## src/rtl/xbar_arbiter.sv

```systemverilog
//------------------------------------------------------------------------------
// Module  : xbar_arbiter
// Brief   : 5x5 crossbar output arbiter, per-output round-robin, registered
//           route selects with one-cycle issue latency.
// Revision: 1.0
//------------------------------------------------------------------------------
`default_nettype none

module xbar_arbiter (
  input  logic       clk,
  input  logic       rst,
  input  logic       valid_n_i,
  input  logic       valid_s_i,
  input  logic       valid_e_i,
  input  logic       valid_w_i,
  input  logic       valid_l_i,
  input  logic [2:0] dest_n_i,
  input  logic [2:0] dest_s_i,
  input  logic [2:0] dest_e_i,
  input  logic [2:0] dest_w_i,
  input  logic [2:0] dest_l_i,
  input  logic       ready_n_i,
  input  logic       ready_s_i,
  input  logic       ready_e_i,
  input  logic       ready_w_i,
  input  logic       ready_l_i,
  output logic [2:0] address_route_n_o,
  output logic [2:0] address_route_s_o,
  output logic [2:0] address_route_e_o,
  output logic [2:0] address_route_w_o,
  output logic [2:0] address_route_l_o
);

  localparam logic [2:0] c_NO_GRANT = 3'b000;
  localparam logic [2:0] c_CODE_L   = 3'b101;

  // Port index 0..4 = N,S,E,W,L; port code = index + 1.
  logic [4:0]      w_valid;
  logic [4:0]      w_ready;
  logic [4:0][2:0] w_dest;
  logic [4:0][2:0] r_route;
  logic [4:0][2:0] r_ptr;
  logic [4:0][2:0] w_win;
  logic [5:1]      w_popped;
  logic [4:0][5:1] w_req;

  assign w_valid = {valid_l_i, valid_w_i, valid_e_i, valid_s_i, valid_n_i};
  assign w_ready = {ready_l_i, ready_w_i, ready_e_i, ready_s_i, ready_n_i};
  assign w_dest  = {dest_l_i, dest_w_i, dest_e_i, dest_s_i, dest_n_i};

  assign address_route_n_o = r_route[0];
  assign address_route_s_o = r_route[1];
  assign address_route_e_o = r_route[2];
  assign address_route_w_o = r_route[3];
  assign address_route_l_o = r_route[4];

  // Code of the k-th input after pointer p in cyclic order N,S,E,W,L.
  function automatic logic [2:0] f_rr_code(input logic [2:0] p, input int k);
    int t;
    t = (int'(p) + k - 1) % 5 + 1;
    return 3'(t);
  endfunction

  // Inputs currently shown on any route are being popped and must not win again.
  always_comb begin
    w_popped = '0;
    for (int y = 0; y < 5; y++) begin
      if (r_route[y] != c_NO_GRANT && r_route[y] <= c_CODE_L) begin
        w_popped[r_route[y]] = 1'b1;
      end
    end
  end

  always_comb begin
    w_req = '0;
    for (int y = 0; y < 5; y++) begin
      for (int x = 0; x < 5; x++) begin
        w_req[y][x+1] = w_valid[x] && (w_dest[x] == 3'(y + 1)) && !w_popped[x+1];
      end
    end
  end

  // Scanning from the far end and overwriting leaves the nearest requester.
  always_comb begin
    w_win = '0;
    for (int y = 0; y < 5; y++) begin
      if (w_ready[y]) begin
        for (int k = 5; k >= 1; k--) begin
          if (w_req[y][f_rr_code(r_ptr[y], k)]) begin
            w_win[y] = f_rr_code(r_ptr[y], k);
          end
        end
      end
    end
  end

  always_ff @(posedge clk or posedge rst) begin
    if (rst) begin
      for (int y = 0; y < 5; y++) begin
        r_route[y] <= c_NO_GRANT;
        r_ptr[y]   <= c_CODE_L;
      end
    end else begin
      for (int y = 0; y < 5; y++) begin
        r_route[y] <= w_win[y];
        if (w_win[y] != c_NO_GRANT) begin
          r_ptr[y] <= w_win[y];
        end
      end
    end
  end

endmodule

`default_nettype wire

```

## config.mk

```make
export PLATFORM = sky130hd
export DESIGN_NAME = xbar_arbiter
export DESIGN_NICKNAME = d
export VERILOG_FILES = /design/src/rtl/xbar_arbiter.sv
export SDC_FILE = /design/constraint.sdc
export NUM_CORES = 1
export LEC_CHECK = 0
export ABC_AREA = 1
export BUFFER_PORTS_ARGS = -buffer_cell sky130_fd_sc_hd__buf_2
export CAP_MARGIN = 20
export CORE_UTILIZATION = 40
export DETAILED_ROUTE_END_ITERATION = 7
export GPL_ROUTABILITY_DRIVEN = 0
export HOLD_SLACK_MARGIN = 0.1
export PLACE_DENSITY = 0.58
export SYNTH_ARGS = -nofsm -noshare
export SYNTH_HDL_FRONTEND = slang
export SYNTH_SLANG_ARGS = --single-unit
```

## constraint.sdc

```tcl
create_clock -name clk -period 4 [get_ports clk]
set_clock_uncertainty 0.2 [all_clocks]
set_input_delay 0.8 -clock clk [delete_from_list [all_inputs] [get_ports clk]]
set_output_delay 0.8 -clock clk [all_outputs]
set_load 0.01 [all_outputs]
```

==> impl_metrics.toml, run 1 <==
[outcome]
status = "completed"

[logic_synthesis]
syn_nets = 1604
syn_inst = 1454
synth-seq-area-share_pct = 8.953
syn_avg_cell_area_um2 = 5.863
ys.warnings.count = 0
ys_types = 52
syn_area_um2 = 8524
synth_seq_cells = 30

[worst_setup_path]
reg2reg_depth = 24
crit_required_ps = 3970
cp.arrival_ps = 3720
timing.rr.start = "r_ptr[6]"
worstSetupEndpointType = "flip-flop"
worstPathMaxFanout = 5
worstSetupStartpointType = "flip-flop"
r2r_slack_ps = 250
timing.rr.end = "r_ptr[7]"
path_class = "flip-flop to flip-flop"

[layout]
n_antenna_cell = 0
fillCellCount = 2218
register_area_um2 = 763.2
area_delta_synth_final_pct = 21.17
post-route-util_pct = 49.29
fin_nets = 1701
drive_above_1_share_pct = 22.94
multi_input_area_um2 = 7372

[sta]
fmax_mhz = 266.5
worst_pin_slew_ps = 753.9
setup_violations = 0
slew_violations = 0
hold_viol = 0
period_needed_ps = 3753
min_period_over_period_pct = 93.82
fin_hold_ws_ps = 359.9
slew_headroom_pct = 49.36

[grt]
grt-ovfl-total = 0
grt_pass1_wl_um = 38210
grt_pass1_vias = 8255
grtUsageTotal_pct = 21.09
grt_start_max_net_pins = 31
grt_antenna_before_repair = 0

[cts]
cts_buffer_depth = 2
clkLatencyLatePin_ps = 280
holdBufCountCts = 0
clkTransAtPathRegs_ps = 50
cts_tree = "yes"
cts-buffers-inserted = 5
cts_max_level = 2
clk_root_buffer_cell = "clkbuf_16"
clock_sinks = 30

[route]
drt_iter0_drc = 465
ant_nets = 0
routed_via_density = 5.031
vias = 9192
avgRoutedWirePerCell_um = 12.99
dr.pass1.iters = 6
drcViolationCount = 0
routed_wl_um = 23730

[min_path]
hold_path_end = "r_ptr[14]"
worstHoldStart = "r_ptr[14]"
whs_path_depth = 2
hold_class = "flip-flop to flip-flop"

[floorplan]
io_pins = 42
dieArea_um2 = 21900
core-area_um2 = 20960
start_util_pct = 40.68
fp-row-count = 53
fp.dieW_um = 148.0
die_h_um = 148.0

[flow_run]
cap_violations = 0

[placed_design]
io_buffers = 41
dp_hpwl_um = 18960
cells in the mapped netlist (all sizes together):
master	number	area (um2)
fa	1	20.02
and3	1	6.260
o21bai	7	56.30
nand3b	16	123.9
or2	6	37.54
a211oi	1	7.510
o211ai	11	82.58
a21o	1	7.510
o21a	4	30.03
xnor2	15	161.4
o21ai	54	300.3
o31ai	2	15.01
clkbuf	3	11.26
ha	122	1526
clkinv	2	7.510
nor2	86	347.8
nor4	1	6.260
nor3	20	105.1
dfrtp	20	500.5
nand4	28	175.2
nand2	487	1973
a22oi	4	30.03
dfstp	10	262.8
buf	9	80.07
nor3b	2	15.01
o22ai	6	37.54
a31oi	4	25.02
nand3	186	973.4
inv	254	953.4
and2	1	6.260
a21oi	52	275.3
xor2	31	294.0
mux2i	7	70.07
worst max path at each step:
stage	startpoint	endpoint	slack, ps	depth (start not counted)
3_5_place_dp	r_ptr[12]	r_ptr[13]	3	29
4_1_cts	r_ptr[12]	r_ptr[12]	50	30
3_3_place_gp	r_ptr[12]	r_ptr[13]	100	29
5_1_grt	r_ptr[0]	r_ptr[2]	-70	25
2_1_floorplan	r_ptr[12]	r_ptr[13]	60	30
6_report	r_ptr[6]	r_ptr[7]	250	24
layout by cell type (no fill, tap or decap), types with 26 or more instances in the layout:
cell type | netlist | final
nor2_1 | 80 | 73
inv_2 | 17 | 32
nand4_1 | 28 | 28
nand2_1 | 441 | 399
nand2_2 | 40 | 79
buf_2 | 1 | 41
nand3_1 | 179 | 174
ha_1 | 122 | 86
a21oi_1 | 48 | 44
o21ai_0 | 33 | 26
inv_1 | 237 | 221
buf_4 | 4 | 56
kinds of logic (layout without fill, tap and decap cells):
group / after synthesis / count (layout) / share of synthesized area [%]
simple gates: 834 / 834 / 44.22
flops: 30 / 30 / 8.953
fa+ha+maj: 123 / 123 / 18.14
compound gates: 146 / 146 / 10.17
mux: 7 / 7 / 0.8220
xor+xnor: 46 / 46 / 5.343
buf+inv: 268 / 366 / 12.34
per-layer routing:
metal / vias up / part of all wire [%] / global-route usage (%)
met2: 166 / 47 / 36.46
met5: - / 0 / 0
met1: 4150 / 48 / 28.57
met3: 25 / 3.9 / 1.852
met4: 0 / 1.3 / 3.866
li1: 4851 / - / -
area by class of cell:
cell class / instances / area share [%]
multi-input cells: 1156 / 71.37
clock buffers: 6 / 1.345
flip-flops and latches: 30 / 7.389
repair buffers: 102 / 6.638
clock inverters: 2 / 0.5815
well taps: 275 / 3.331
inverters: 256 / 9.340
critical path, cell delays in order (launching register included):
cell	delay, ps
dfstp_2	540
inv_1	70
ha_2	190
inv_1	70
ha_1	270
inv_2	90
nand2_1	80
ha_1	280
inv_1	40
a31oi_2	160
inv_1	100
nand2_1	120
nand2_2	80
xnor2_2	170
ha_2	310
nor2_1	160
nand2_1	100
nand2_1	110
nand2_1	60
nand3_1	80
nand2_1	50
nand2_1	80
nand2_2	80
nand4_1	90
nand2_1	50
timing repair:
item                                    4_1_cts  5_1_grt
pin swaps                                     1       55
resized for setup                             1      167
endpoints found under the setup margin        2       30
setup buffers                                 3       18
registers in the layout, summed over array words and instances, names as in the netlist:
| register | cells |
|---|---|
| address_route_e_o | 3 |
| address_route_l_o | 3 |
| address_route_n_o | 3 |
| address_route_s_o | 3 |
| address_route_w_o | 3 |
| r_ptr | 15 |
per-stage QoR:
step / TNS [ps] / cell area [um2] / setup slack [ps] / std cells
4_1_cts: 0 / 9518 / 54.83 / 1809
3_3_place_gp: 0 / 9284 / 96.04 / 1798
5_1_grt: -158.7 / 10330 / -71.82 / 1827
3_5_place_dp: 0 / 9284 / 2.637 / 1798
2_1_floorplan: 0 / 8526 / 60.68 / 1454
6_report: 0 / 10330 / 247.0 / 1827
Power of run 1 is not shown: default switching activity piles up to over one toggle a cycle in this logic, so the estimate is an artifact.
==> run 2, diff against run 1 <==
--- a/config.mk
+++ b/config.mk
@@ -13,6 +13,7 @@
 export GPL_ROUTABILITY_DRIVEN = 0
 export HOLD_SLACK_MARGIN = 0.1
 export PLACE_DENSITY = 0.58
+export RECOVER_POWER = 25
 export SYNTH_ARGS = -nofsm -noshare
 export SYNTH_HDL_FRONTEND = slang
 export SYNTH_SLANG_ARGS = --single-unit
==> run 2 against run 1 <==
Compared with the run above:
- the run now ends with capacitance limit, slew limit left
- final area about the same
- first-iteration DRC count up 1.5%
- setup slack about the same
- final cell count unchanged
- sequential share of layout area about the same
- global-route usage unchanged
- critical path type unchanged
==> impl_metrics.toml, run 2 (synthesized netlist as in run 1, its figures left out) <==
[floorplan]
fp.dieW_um = 148.0
fp-row-count = 53
die_h_um = 148.0
start_util_pct = 40.68
core-area_um2 = 20960
dieArea_um2 = 21900
io_pins = 42

[sta]
period_needed_ps = 3753
slew_violations = 31
setup_violations = 0
fmax_mhz = 266.5
tns_ps = 0
min_period_over_period_pct = 93.82
slew_headroom_pct = -19.60
worst_pin_slew_ps = 1794
hold_viol = 0

[flow_run]
cap_violations = 1

[grt]
grt_pass1_wl_um = 38210
grt_start_max_net_pins = 31
grt-ovfl-total = 0
grt_antenna_before_repair = 0
grtUsageTotal_pct = 21.09
grt_pass1_vias = 8255

[worst_setup_path]
worstSetupStartpointType = "flip-flop"
crit_required_ps = 3970
cp.arrival_ps = 3720
worstPathMaxFanout = 5
path_class = "flip-flop to flip-flop"
worstSetupEndpointType = "flip-flop"

[cts]
clock_sinks = 30
cts_buffer_depth = 2
clk_root_buffer_cell = "clkbuf_16"
clkLatencyLatePin_ps = 280
cts_tree = "yes"
cts_max_level = 2
clkTransAtPathRegs_ps = 50
cts-buffers-inserted = 5

[outcome]
violations = "capacitance limit, slew limit"
status = "finished with violations"

[placed_design]
dpl_cell_area_um2 = 9284
dp.cells = 1798
dp_hpwl_um = 18960
io_buffers = 41

[layout]
drive_above_1_share_pct = 22.87
largest_reg_flops = 15
fin_cells = 1827
n_antenna_cell = 0
top_register = "r_ptr"
layout_commonest_cell = "nand2_1"
fin_nets = 1701
final_cell_mix = "nand2_1 (399), inv_1 (221), nand3_1 (174), ha_1 (86), nand2_2 (79)"
final_cell_area_um2 = 10320
area_delta_synth_final_pct = 21.12

[route]
drt_iter0_drc = 472
dr.max_layer_used = "met4"
dr_wl_met2_um = 11220
routed_via_density = 5.031
drcViolationCount = 0
vias = 9192
dr_wl_met3_um = 901
dr.pass1.iters = 5
m1WireLength_um = 11290
avgRoutedWirePerCell_um = 12.98
routed_wl_um = 23710
ant_nets = 0

[min_path]
hold_class = "flip-flop to flip-flop"
run 2: changes by cell type in the layout (fill, tap and decap cells not counted):
cell      previous run  this run
buf_4               56        55
clkbuf_1             0         1
run 2: layout make-up:
cell class | instances | area (um2)
fillers | 2220 | 10630
multi-input cells | 1156 | 7372
inverters | 256 | 964.7
flip-flops and latches | 30 | 763.2
repair buffers | 102 | 681.9
well taps | 275 | 344.1
clock buffers | 6 | 138.9
clock inverters | 2 | 60.06
run 2: worst max-delay path, cell delays in order (launching register included):
cell and delay (ps):
dfstp_2 540, inv_1 70, ha_2 190, inv_1 70, ha_1 270, inv_2 90
nand2_1 80, ha_1 280, inv_1 40, a31oi_2 160, inv_1 100, nand2_1 120
nand2_2 80, xnor2_2 170, ha_2 310, nor2_1 160, nand2_1 100, nand2_1 110
nand2_1 60, nand3_1 80, nand2_1 50, nand2_1 80, nand2_2 80, nand4_1 90
nand2_1 50
run 2: path summary, 6_finish.rpt:
check                           startpoint                   end  slack, ps  cells after the start
min in group asynchronous              rst              r_ptr[1]        960                      3
worst min-delay path             r_ptr[14]             r_ptr[14]        360                      2
max in group asynchronous              rst  address_route_e_o[0]       1600                      3
worst min register to register   r_ptr[14]             r_ptr[14]        360                      2
worst max register to register    r_ptr[6]              r_ptr[7]        250                     24
worst max-delay path              r_ptr[6]              r_ptr[7]        250                     24
run 2: what timing repair did:
action                     CTS  global route
hold endpoints to repair     0             0
hold buffers                 0             0
setup endpoints to repair    2            30
gates cloned                 0             0
resized for setup            1           167
buffers inserted             3            18
pin swaps                    1            55
run 2: stage by stage:
step | hold WS (ps) | util, % | worst slack [ps]
after floorplan | 341.8 | - | 60.68
after global placement | 300.8 | 44.30 | 96.04
after detailed placement | 301.8 | 44.30 | 2.637
after CTS | 310.0 | 45.42 | 54.83
after global routing | 385.3 | 49.27 | -71.82
final | 359.9 | 49.27 | 247.0
run 2: per-layer routing:
metal / vias to the layer above / global-route usage [%]
met5: - / 0
met4: 0 / 3.866
met1: 4150 / 28.57
li1: 4851 / -
met2: 168 / 36.46
met3: 23 / 1.852
Power of run 2 is left out for the same reason.
